--- config.mk ---
export PLATFORM = sky130hd
export DESIGN_NAME = lane_gather80
export DESIGN_NICKNAME = d
export VERILOG_FILES = /design/src/rtl/lane_gather_pkg.sv /design/src/rtl/sat_counter.sv /design/src/rtl/lane_gather80.sv
export SDC_FILE = /design/constraint.sdc
export NUM_CORES = 1
export LEC_CHECK = 0
export CELL_PAD_IN_SITES_DETAIL_PLACEMENT = 1
export CELL_PAD_IN_SITES_GLOBAL_PLACEMENT = 1
export CORE_UTILIZATION = 40
export CTS_BUF_LIST = sky130_fd_sc_hd__clkbuf_16
export DETAILED_ROUTE_END_ITERATION = 10
export HOLD_SLACK_MARGIN = 0.15
export PLACE_DENSITY = 0.95
export SLEW_MARGIN = 0
export SYNTH_ARGS = -nofsm -noshare
export SYNTH_HDL_FRONTEND = slang
export SYNTH_SLANG_ARGS = --single-unit
--- constraint.sdc ---
create_clock -name clk -period 2.8 [get_ports clk]
set_input_delay 0.56 -clock clk [delete_from_list [all_inputs] [get_ports clk]]
set_output_delay 0.56 -clock clk [all_outputs]
set_load 0.01 [all_outputs]
--- src/rtl/lane_gather_pkg.sv ---
// Shared types for the lane gatherer: lane/word shapes and the FSM encoding.
// No logic; pure type and constant definitions.
// Backpressure: n/a.
package lane_gather_pkg;

  localparam int LANE_W_DEF = 5;
  localparam int LANES_DEF  = 16;

  typedef logic [LANE_W_DEF-1:0] lane_t;

  // Multi-dimensional view the consumer stage takes; 2*2*4*5 = 80 bits, so a
  // flat cast from LANES_DEF lanes of LANE_W_DEF bits maps lane 0 to the LSBs.
  typedef logic [3:2][3:4][1:4][0:4] word80_t;

  typedef enum logic {
    FILL = 1'b0,
    FULL = 1'b1
  } fsm_t;

endpackage

--- src/rtl/sat_counter.sv ---
// Saturating up-counter: counts inc pulses and sticks at all-ones.
// Latency: count visible the cycle after inc is sampled.
// Backpressure: none; inc is ignored once saturated.
//   clk   : clock
//   rst_n : synchronous active-low reset, clears the count
//   inc   : increment request
//   cnt   : current count
module sat_counter #(
  parameter int W = 8
) (
  input  logic         clk,
  input  logic         rst_n,
  input  logic         inc,
  output logic [W-1:0] cnt
);

  logic [W-1:0] cnt_q;
  logic [W-1:0] cnt_d;

  always_comb begin
    cnt_d = cnt_q;
    if (inc && (cnt_q != {W{1'b1}})) begin
      cnt_d = cnt_q + 1'b1;
    end
  end

  always_ff @(posedge clk) begin
    if (!rst_n) begin
      cnt_q <= '0;
    end else begin
      cnt_q <= cnt_d;
    end
  end

  assign cnt = cnt_q;

endmodule

--- src/rtl/lane_gather80.sv ---
// Gathers 5-bit lane beats into an 80-bit packed word, short words via in_last.
// Latency: word valid the cycle after its closing beat; one beat/cycle sustained.
// Backpressure: while a word is held, in_ready follows out_ready.
//   clk, rst_n          : clock, synchronous active-low reset
//   in_valid/in_ready   : input beat handshake; in_data payload, in_last closes word
//   out_valid/out_ready : output word handshake; out_word lanes, out_len lane count
//   out_par             : XOR of out_word
//   word_cnt            : retired words, saturating
module lane_gather80
  import lane_gather_pkg::*;
#(
  parameter int LANE_W = LANE_W_DEF,
  parameter int LANES  = LANES_DEF,
  parameter int CNT_W  = 8
) (
  input  logic                    clk,
  input  logic                    rst_n,
  input  logic                    in_valid,
  output logic                    in_ready,
  input  logic [LANE_W-1:0]       in_data,
  input  logic                    in_last,
  output logic                    out_valid,
  input  logic                    out_ready,
  output logic [LANE_W*LANES-1:0] out_word,
  output logic [4:0]              out_len,
  output logic                    out_par,
  output logic [CNT_W-1:0]        word_cnt
);

  localparam int IDX_W = $clog2(LANES);
  localparam logic [IDX_W-1:0] IDX_LAST = IDX_W'(LANES - 1);

  fsm_t                         state_q, state_d;
  logic [IDX_W-1:0]             idx_q, idx_d;
  logic [LANES-1:0][LANE_W-1:0] lanes_q, lanes_d;
  logic [4:0]                   len_q, len_d;
  logic                         retire;
  word80_t                      word_view;

  always_comb begin
    state_d   = state_q;
    idx_d     = idx_q;
    lanes_d   = lanes_q;
    len_d     = len_q;
    retire    = 1'b0;
    in_ready  = 1'b1;
    out_valid = 1'b0;

    case (state_q)
      FILL: begin
        // in_data/in_last are only looked at under in_valid, so X on an idle
        // bus never reaches the registers.
        if (in_valid) begin
          lanes_d[idx_q] = in_data;
          if ((idx_q == IDX_LAST) || in_last) begin
            len_d   = 5'(idx_q) + 5'd1;
            idx_d   = '0;
            state_d = FULL;
          end else begin
            idx_d = idx_q + 1'b1;
          end
        end
      end

      FULL: begin
        out_valid = 1'b1;
        in_ready  = out_ready;
        if (out_ready) begin
          retire  = 1'b1;
          // Clearing on retire is what makes unwritten lanes of the next
          // word read as zero.
          lanes_d = '0;
          len_d   = '0;
          idx_d   = '0;
          state_d = FILL;
          if (in_valid) begin
            lanes_d[0] = in_data;
            if (in_last) begin
              len_d   = 5'd1;
              state_d = FULL;
            end else begin
              idx_d = IDX_W'(1);
            end
          end
        end
      end

      default: begin
        state_d = FILL;
      end
    endcase
  end

  always_ff @(posedge clk) begin
    if (!rst_n) begin
      state_q <= FILL;
      idx_q   <= '0;
      lanes_q <= '0;
      len_q   <= '0;
    end else begin
      state_q <= state_d;
      idx_q   <= idx_d;
      lanes_q <= lanes_d;
      len_q   <= len_d;
    end
  end

  sat_counter #(.W(CNT_W)) u_word_cnt (
    .clk   (clk),
    .rst_n (rst_n),
    .inc   (retire),
    .cnt   (word_cnt)
  );

  // Route through the consumer's word shape so the flat layout is pinned.
  assign word_view = word80_t'(lanes_q);
  assign out_word  = word_view;
  assign out_len   = len_q;
  assign out_par   = ^out_word;

endmodule

==> key figures, run 1 <==
Outcome
  – Status: complete, but fails checks
  – Failing checks: setup timing

Yosys
  – Syn Area/Cell: 8.05 um^2
  – Synthesized instance count: 578
  – Seq/Total Area, Yosys: 42.2%
  – Area leader, netlist: dfxtp_1
  – Main synth FF type: dfxtp_1
  – Synth warnings: 0
  – Post-Syn Nets: 593
  – Yosys reg bits: 98
  – Synth unique cells: 32
  – Ys async rst share: 0%
  – Mapped Area: 4650 um^2
  – Top-area cell type share of the netlist area: 42.2%
  – Top-count cell post-synth: nand3_1
  – Post-synth top cells: 106 x nand3_1, 98 x dfxtp_1, 86 x a21oi_1, 84 x nand2_1, 73 x xnor2_1
  – Synth area leaders: dfxtp_1 42%, xnor2_1 14%, nand3_1 11%
  – Post-synth EDFFs: 0

Layout
  – Area delta synth->final: 39.2%
  – Layout Utilization: 57.0%
  – Fill cells: 1350
  – Nets: 709
  – Post-route insts no fill: 842
  – ANT cells: 0
  – Fraction of layout instances using a drive strength above 1: 13.4%
  – Design Area, Final: 6480 um^2

GRT
  – Number of global-route vias before repair: 5164
  – Initial antenna violation count: 0
  – Largest net degree at the start of global routing: 69
  – Met3 Use GR: 5.81%
  – GRT met1 Usage: 35.0%
  – Top Usage Layer GRT: met2
  – Gr ovfl total: 0
  – First-pass GRT wire length: 27.7 mm
  – Met2 Use GR: 56.0%
  – GR Util All Layers: 30.8%

Clock tree
  – Reg clk slew, reported paths: 0.08 ns
  – Root Buffer: clkbuf_16
  – Clock tree sinks: 98
  – Cts bufs inserted: 9
  – Htree depth: 3
  – Skew-Pair Late Insertion Delay: 0.36 ns
  – Maximum root-to-sink buffer count: 2
  – CTS hold repair buffers: 0
  – CTS tree: done

Route
  – Via count: 4954
  – Drt wl/cell: 22.4 um
  – Vias/cell: 5.88
  – DR DRC count: 0
  – Pre-antenna DRT Iters: 5
  – WL final: 18.9 mm
  – Post-DRT Antenna Nets: 0
  – Initial DRC Count: 368

Placement
  – Placed Cells: 826
  – Placer congestion estimate: 0.866
  – Placed Instance Area: 6040 um^2
  – PortBufs: 105
  – Post-Place Worst Slack: -0.0146 ns
  – Dpl hpwl: 12.4 mm

STA
  – Worst-margin pin slew: 0.900 ns
  – WHS: 0.495 ns
  – Total negative setup slack: -0.0461 ns
  – F_max: 351 MHz
  – Rel. slew slack: 39.8%
  – Period utilisation layout: 102%
  – Final setup vio count: 1
  – Clk_skew: 0.0168 ns
  – Tmin final: 2.85 ns
  – Worst setup margin: -0.0461 ns
  – Slew Limit Fails: 0
  – RSZ-0062 raised after global routing: true
  – Hold Vio Cnt, Final: 0

Setup path
  – CP Data Required Time: 2.24 ns
  – CP Buf/Inv Count: 1
  – Reg-to-Reg Start: idx_q[2]
  – CP startpoint: out_word[64]
  – Crit-path max cell delay: 0.48 ns
  – Endpoint class of the critical path: output port
  – Worst path arrival time: 2.29 ns
  – Delay-heaviest family, CP: XOR/XNOR gates
  – CP cell instances: xnor2_2 > xnor2_1 > xnor2_1 > xnor2_1 > xnor3_1 > xnor2_1 > buf_2
  – Slowest stage cell on the critical path: xnor3_1
  – Type of origin of the critical path: flip-flop
  – Kind of critical path: reg -> out
  – Crit path max fanout: 2
  – CP most frequent cell: xnor2_1

Min path
  – HP Class: reg -> reg
  – Worst min-delay path startpoint: out_word[25]

Floorplanning
  – I/O pin cnt: 106
  – CORE AREA: 11400 um^2
  – Row cnt: 39
  – Die Ht: 110 um
  – Die width: 110 um
  – Starting Density: 40.9%
  – Full die area: 12100 um^2

Power and ir drop
  – Maximum VDD drop: 276 uV
  – Pleak: 2.17 nW
  – Total power per unit cell area: 465 nW/um^2
  – Final Power: 3.01 mW

Flow run
  – # Max-Cap Violations: 0
-- per-layer routing --
metal / vias up / part of all wire (%)
met1: 2491 / 39
met4: 0 / 3.3
met3: 54 / 5.4
met5: - / 0
li1: 2196 / -
met2: 213 / 52
-- layout make-up --
cell class	instances	area, um^2	share of cell area [%]
tap	143	179	2.76
sequential	98	1980	30.6
clock buffer	9	225	3.48
multi-input combinational	432	2630	40.5
timing repair buffer	144	1350	20.9
clock inverter	7	82.6	1.28
inverter	9	33.8	0.522
-- registers in the layout, summed over array words and instances, names as in the netlist --
signal,count
state_q,1
u_word_cnt.cnt,8
out_word,80
out_len,5
idx_q,4
-- cell usage in the layout, fill, tap and decap left out, types with 2 or more instances in the layout --
cell type,instances
nand3_1,106
clkdlybuf4s50_1,104
a21oi_1,86
dfxtp_1,86
nand2_1,83
xnor2_1,59
buf_4,38
nor2_1,21
xnor2_2,14
dfxtp_2,11
xor2_1,9
clkbuf_16,9
nor3_1,7
inv_1,7
nand4_1,6
nor4_2,5
ha_1,5
o21ai_0,4
a32oi_1,3
nand2b_1,3
and2_1,3
inv_6,3
nor3_2,2
a31oi_1,2
and3_1,2
xor2_2,2
clkinvlp_4,2
-- cells by family (layout without fill, tap and decap cells) --
group | Yosys count | count (layout) | synth area share, %
compound gates | 99 | 99 | 11.3
buf+inv | 48 | 169 | 4.06
flops | 98 | 98 | 42.2
xor+xnor | 85 | 85 | 16.3
fa+ha+maj | 5 | 5 | 1.34
simple gates | 243 | 243 | 24.9
-- tightest hold or removal path: cells and delay by family (launching register included) --
family          cells  cell delay, ns
compound gates      1            0.06
simple gates        1            0.06
flops               1            0.34
-- final timing paths --
path	endpoint	slack [ns]	cells after the start
worst max-delay path	out_par	-0.05	7
worst min-delay path	out_word[25]	0.50	2
worst max register to register	out_word[69]	0.43	4
worst min register to register	out_word[25]	0.50	2
-- repair_timing --
| action | CTS | global route |
|---|---|---|
| pin swaps | 9 | 16 |
| setup endpoints to repair | 1 | 1 |
| resized for setup | 11 | 22 |
| buffers inserted | 0 | 0 |
-- power by group --
part           internal (mW)  leakage [nW]  total (mW)  switching, mW
combinational         0.0992          1.23       0.269          0.170
sequential              1.40         0.797        1.42         0.0164
clock                  0.710         0.145        1.32          0.613
total                   2.21          2.17        3.01          0.799
Note: power is estimated with default switching activity, not from simulation.
==> inputs of run 2 (changes only) <==
CORE_UTILIZATION = 37   (was 40)
PLACE_DENSITY = 0.9   (was 0.95)
clock period = 3 ns   (was 2.8 ns; I/O delays follow)
==> key figures, run 2 (same netlist as run 1, synthesis figures left out) <==
Route
  – Via count: 4607 (-7.0%)
  – Drt wl/cell: 18.8 um (-16%)
  – Initial DRC Count: 300 (-18%)
  – Vias/cell: 5.50 (-6.6%)
  – Pre-antenna DRT Iters: 4 (-1)
  – DR DRC count: 0 (unchanged)
  – WL final: 15.8 mm (-17%)
  – Post-DRT Antenna Nets: 0 (unchanged)

Layout
  – Max reg flops: 80 (unchanged)
  – ANT cells: 0 (unchanged)
  – Commonest non-fill, non-tap cell in the layout: nand3_1
  – Nets: 680 (-4.1%)
  – Commonest non-fill, non-tap cells in the layout: 106 x nand3_1, 104 x clkdlybuf4s50_1, 95 x dfxtp_1
  – Fraction of layout instances using a drive strength above 1: 5.52% (-7.9 points)
  – Area delta synth->final: 32.1%

Clock tree
  – Reg clk slew, reported paths: 0.07 ns (about the same)
  – Cts bufs inserted: 9 (unchanged)
  – Clock tree sinks: 98 (unchanged)
  – Root Buffer: clkbuf_16
  – CTS tree: done
  – Maximum root-to-sink buffer count: 2 (unchanged)
  – Number of setup buffers added after CTS: 0 (unchanged)
  – Htree depth: 3 (unchanged)
  – Skew-Pair Late Insertion Delay: 0.35 ns (about the same)

Placement
  – Placer congestion estimate: 0.884 (+2.1%)
  – Dpl hpwl: 11.2 mm (-9.6%)
  – PortBufs: 105 (unchanged)
  – Post-Place Worst Slack: 0.109 ns (+0.123 ns)

Min path
  – Hold Path End: out_word[16]
  – Worst min-delay path startpoint: out_word[16]
  – Hold Crit Depth: 2 (unchanged)
  – HP Class: reg -> reg

Setup path
  – Endpoint class of the critical path: output port
  – CP Data Required Time: 2.40 ns (+0.16 ns)
  – CP most frequent cell: xnor2_1
  – Reg-to-Reg Start: idx_q[2]
  – Crit path max fanout: 3 (+1)
  – CP cell instances: xnor2_1 > xnor2_1 > xnor2_1 > xnor2_1 > xnor3_1 > xnor2_2 > clkbuf_2
  – Reg2reg path depth: 5 (+1)
  – Reg-to-Reg End: out_word[25]
  – Slowest stage cell on the critical path: xnor3_1
  – Type of origin of the critical path: flip-flop
  – Crit-path max cell delay: 0.50 ns (+0.02 ns)
  – Worst path arrival time: 2.25 ns (-0.04 ns)
  – FF-to-FF setup slack: 0.70 ns (+0.27 ns)
  – Kind of critical path: reg -> out

Floorplanning
  – Starting Density: 38.4% (-2.5 points)
  – Die Ht: 114 um (+3.9%)
  – CORE AREA: 12100 um^2 (+6.5%)
  – I/O pin cnt: 106 (unchanged)
  – Full die area: 13000 um^2 (+8.0%)
  – Row cnt: 40 (+2.6%)
  – Die width: 114 um (+3.9%)

GRT
  – First-pass GRT wire length: 24.7 mm (-11%)
  – Largest net degree at the start of global routing: 45 (-35%)
  – Initial antenna violation count: 0 (unchanged)
  – Number of global-route vias before repair: 4828 (-6.5%)
  – Gr ovfl total: 0 (unchanged)
  – GR Util All Layers: 24.7% (-6.2 points)

STA
  – Worst-margin pin slew: 0.946 ns (+0.0458 ns)
  – Rel. slew slack: 36.7% (-3.1 points)
  – Total negative setup slack: 0 ns (+0.0461 ns)
  – Clk_skew: 0.0110 ns (-0.00587 ns)
  – RSZ-0062 raised after global routing: false
  – Worst setup margin: 0.146 ns (+0.192 ns)
  – WHS: 0.498 ns (+0.00229 ns)
  – Period utilisation layout: 95.1%
  – F_max: 350 MHz
  – Tmin final: 2.85 ns
  – Slew Limit Fails: 0 (unchanged)
  – Hold Vio Cnt, Final: 0 (unchanged)
  – Final setup vio count: 0 (-1)

Power and ir drop
  – Final Power: 2.68 mW (-11%)
  – Maximum VDD drop: 253 uV (-8.4%)
  – Total power per unit cell area: 436 nW/um^2 (-6.3%)
  – Pleak: 1.97 nW (-9.5%)

Flow run
  – # Max-Cap Violations: 0 (unchanged)

Outcome
  – Status: finished, final reports clean
run 2: metrics by stage:
step                util, %  instances  area [um^2]
floorplan                 -        578         4650
global placement       48.3        822         5850
detailed placement     48.3        822         5850
CTS                    50.7        838         6140
global route           50.8        838         6150
finish                 50.8        838         6150
run 2: final cells by class:
cell class,instances,area (um^2)
fillers,1449,5960
flip-flops and latches,98,1970
well taps,168,210
inverters,9,33.8
clock inverters,7,52.6
multi-input cells,432,2530
repair buffers,115,1130
clock buffers,9,225
run 2: worst max-delay path by stage:
| stage | endpoint | startpoint | slack (ns) | cells after the start |
|---|---|---|---|---|
| global placement | out_par | out_word[62] | 0.14 | 7 |
| detailed placement | out_par | out_word[62] | 0.11 | 7 |
| floorplan | out_par | out_word[62] | 0.76 | 6 |
| CTS | out_par | out_word[77] | 0.009 | 7 |
| finish | out_par | out_word[73] | 0.15 | 7 |
| global route | out_par | out_word[66] | 0.08 | 7 |
run 2: what timing repair did:
item | in CTS | in global routing
setup endpoints to repair | 1 | 1
cloned | 0 | 0
hold buffers | 0 | 0
pin swaps | 2 | 3
resized for setup | 5 | 4
run 2: routing by layer:
layer | up-vias | routed length (um) | track usage (%)
met2 | 164 | 8030 | 43.3
met1 | 2278 | 6420 | 29.3
met5 | - | 0 | 0
met3 | 24 | 955 | 4.39
met4 | 0 | 346 | 11.3
li1 | 2141 | - | -
run 2: critical path, delay by kind of cell (launching register included):
| kind | cells | cell delay [ns] |
|---|---|---|
| buffers and inverters | 1 | 0.16 |
| flip-flops | 1 | 0.34 |
| XOR/XNOR | 6 | 1.40 |
run 2: report_power, final:
part           total, mW  internal [mW]  leakage [nW]  switching, mW
sequential          1.33           1.31         0.792         0.0141
combinational      0.234         0.0879          1.03          0.147
clock               1.12          0.629         0.142          0.489
==> inputs of run 3 (changes only) <==
CORE_UTILIZATION = 40   (was 37)
PLACE_DENSITY = 0.95   (was 0.9)
TNS_END_PERCENT = 1   (was default)
clock period = 3.3 ns   (was 3 ns; I/O delays follow)
==> key figures, run 3 (same netlist as run 1, synthesis figures left out) <==
Outcome
  – Status: finished, final reports clean

Setup path
  – Worst path arrival time: 2.41 ns (+0.16 ns)
  – Type of origin of the critical path: flip-flop
  – CP Data Required Time: 2.64 ns (+0.24 ns)
  – Reg2reg path depth: 5 (unchanged)
  – Crit path max fanout: 3 (unchanged)
  – Endpoint class of the critical path: output port
  – Reg-to-Reg End: out_word[44]
  – Reg-to-Reg Start: idx_q[3]
  – FF-to-FF setup slack: 0.93 ns (+0.23 ns)
  – Kind of critical path: reg -> out

Floorplanning
  – Die width: 110 um (-3.8%)
  – I/O pin cnt: 106 (unchanged)
  – Row cnt: 39 (-2.5%)
  – Die Ht: 110 um (-3.8%)
  – Starting Density: 40.9% (+2.5 points)
  – Full die area: 12100 um^2 (-7.4%)
  – CORE AREA: 11400 um^2 (-6.1%)

STA
  – Worst setup margin: 0.228 ns (+0.0828 ns)
  – Worst-margin pin slew: 0.969 ns (+0.0224 ns)
  – Total negative setup slack: 0 ns (unchanged)
  – Slew Limit Fails: 0 (unchanged)
  – F_max: 326 MHz
  – Tmin final: 3.07 ns
  – Rel. slew slack: 35.2% (-1.5 points)
  – WHS: 0.496 ns (-0.00167 ns)
  – Hold Vio Cnt, Final: 0 (unchanged)
  – Clk_skew: 0.0113 ns (+0.000377 ns)
  – RSZ-0062 raised after global routing: false
  – Final setup vio count: 0 (unchanged)
  – Period utilisation layout: 93.1%

Clock tree
  – Reg clk slew, reported paths: 0.07 ns (about the same)
  – Htree depth: 3 (unchanged)
  – Root Buffer: clkbuf_16
  – Cts bufs inserted: 9 (unchanged)
  – Clock tree sinks: 98 (unchanged)
  – CTS hold repair buffers: 0 (unchanged)
  – CTS tree: done
  – Skew-Pair Late Insertion Delay: 0.36 ns (about the same)
  – Maximum root-to-sink buffer count: 2 (unchanged)

Layout
  – Max reg flops: 80 (unchanged)
  – Commonest non-fill, non-tap cells in the layout: 106 x nand3_1, 104 x clkdlybuf4s50_1, 98 x dfxtp_1
  – Commonest non-fill, non-tap cell in the layout: nand3_1
  – Fraction of layout instances using a drive strength above 1: 4.06% (-1.5 points)
  – Area delta synth->final: 30.1%
  – ANT cells: 0 (unchanged)
  – Design Area, Final: 6050 um^2 (-1.5%)
  – Nets: 675 (-0.74%)
  – Fill cells: 1387 (-4.3%)

Placement
  – PortBufs: 105 (unchanged)
  – Dpl hpwl: 11.0 mm (-2.1%)
  – Placer congestion estimate: 0.821 (-7.2%)
  – Post-Place Worst Slack: 0.394 ns (+0.286 ns)
  – Placed Instance Area: 5790 um^2 (-0.96%)

Flow run
  – # Max-Cap Violations: 0 (unchanged)

Power and ir drop
  – Total power per unit cell area: 395 nW/um^2 (-9.4%)
  – Final Power: 2.39 mW (-11%)
  – Maximum VDD drop: 207 uV (-18%)
  – Pleak: 1.92 nW (-2.2%)

Route
  – Via count: 4653 (+1.0%)
  – Vias/cell: 5.76 (+4.7%)
  – Drt wl/cell: 19.8 um (+5.3%)
  – Pre-antenna DRT Iters: 4 (unchanged)
  – DR DRC count: 0 (unchanged)
  – Initial DRC Count: 227 (-24%)
  – Post-DRT Antenna Nets: 0 (unchanged)
  – WL final: 16.0 mm (+1.5%)

Min path
  – Hold Path End: out_len[1]
  – Worst min-delay path startpoint: out_len[1]
  – HP Class: reg -> reg
  – Hold Crit Depth: 2 (unchanged)

GRT
  – Largest net degree at the start of global routing: 63 (+40%)
  – Gr ovfl total: 0 (unchanged)
  – First-pass GRT wire length: 24.6 mm (-0.45%)
  – Initial antenna violation count: 0 (unchanged)
  – Number of global-route vias before repair: 4770 (-1.2%)
  – GR Util All Layers: 27.4% (+2.7 points)
run 3: worst max path at each step:
| stage | end | cells past startpoint | from | slack, ns |
|---|---|---|---|---|
| floorplan | out_par | 6 | out_word[62] | 1.00 |
| global placement | out_par | 7 | out_word[62] | 0.43 |
| detailed placement | out_par | 7 | out_word[62] | 0.39 |
| CTS | out_par | 7 | out_word[77] | 0.21 |
| global route | out_par | 7 | out_word[77] | 0.09 |
| finish | out_par | 7 | out_word[77] | 0.23 |
run 3: final cells by class:
| cell class | count | area [um^2] | share of cell area, % |
|---|---|---|---|
| flip-flops and latches | 98 | 1960 | 32.4 |
| clock buffers | 9 | 225 | 3.72 |
| inverters | 9 | 33.8 | 0.558 |
| repair buffers | 110 | 1110 | 18.4 |
| multi-input cells | 432 | 2500 | 41.4 |
| clock inverters | 7 | 36.3 | 0.599 |
| well taps | 143 | 179 | 2.96 |
run 3: worst max-delay path, cell delays in order, from the launching register on:
cell and delay, ns:
dfxtp_1 0.38, xor2_1 0.22, xnor2_1 0.12, xnor2_1 0.24, xnor2_1 0.19, xnor3_1 0.47, xnor2_1 0.16, dlygate4sd2_1 0.29
run 3: where the power goes:
part | switching [mW] | leakage (nW) | internal [mW]
logic | 0.128 | 1.01 | 0.0827
clock network | 0.472 | 0.125 | 0.501
registers | 0.0138 | 0.791 | 1.19
run 3: metal layers:
metal	wire, um	share of wire (%)	GRT usage, %
met1	6270	39	30.2
met2	8350	52	49.5
met3	820	5.1	4.62
met4	553	3.5	15.3
met5	0	0	0
run 3: timing repair:
| action | 4_1_cts | 5_1_grt |
|---|---|---|
| setup endpoints to repair | 1 | 0 |
| setup buffers | 0 | 0 |
| gates resized for setup | 1 | 0 |
run 3: through the flow:
stage | utilization [%] | cells
after detailed placement | 51.0 | 792
after CTS | 53.2 | 808
after floorplan | - | 578
after global placement | 51.0 | 792
final | 53.2 | 808
after global routing | 53.2 | 808
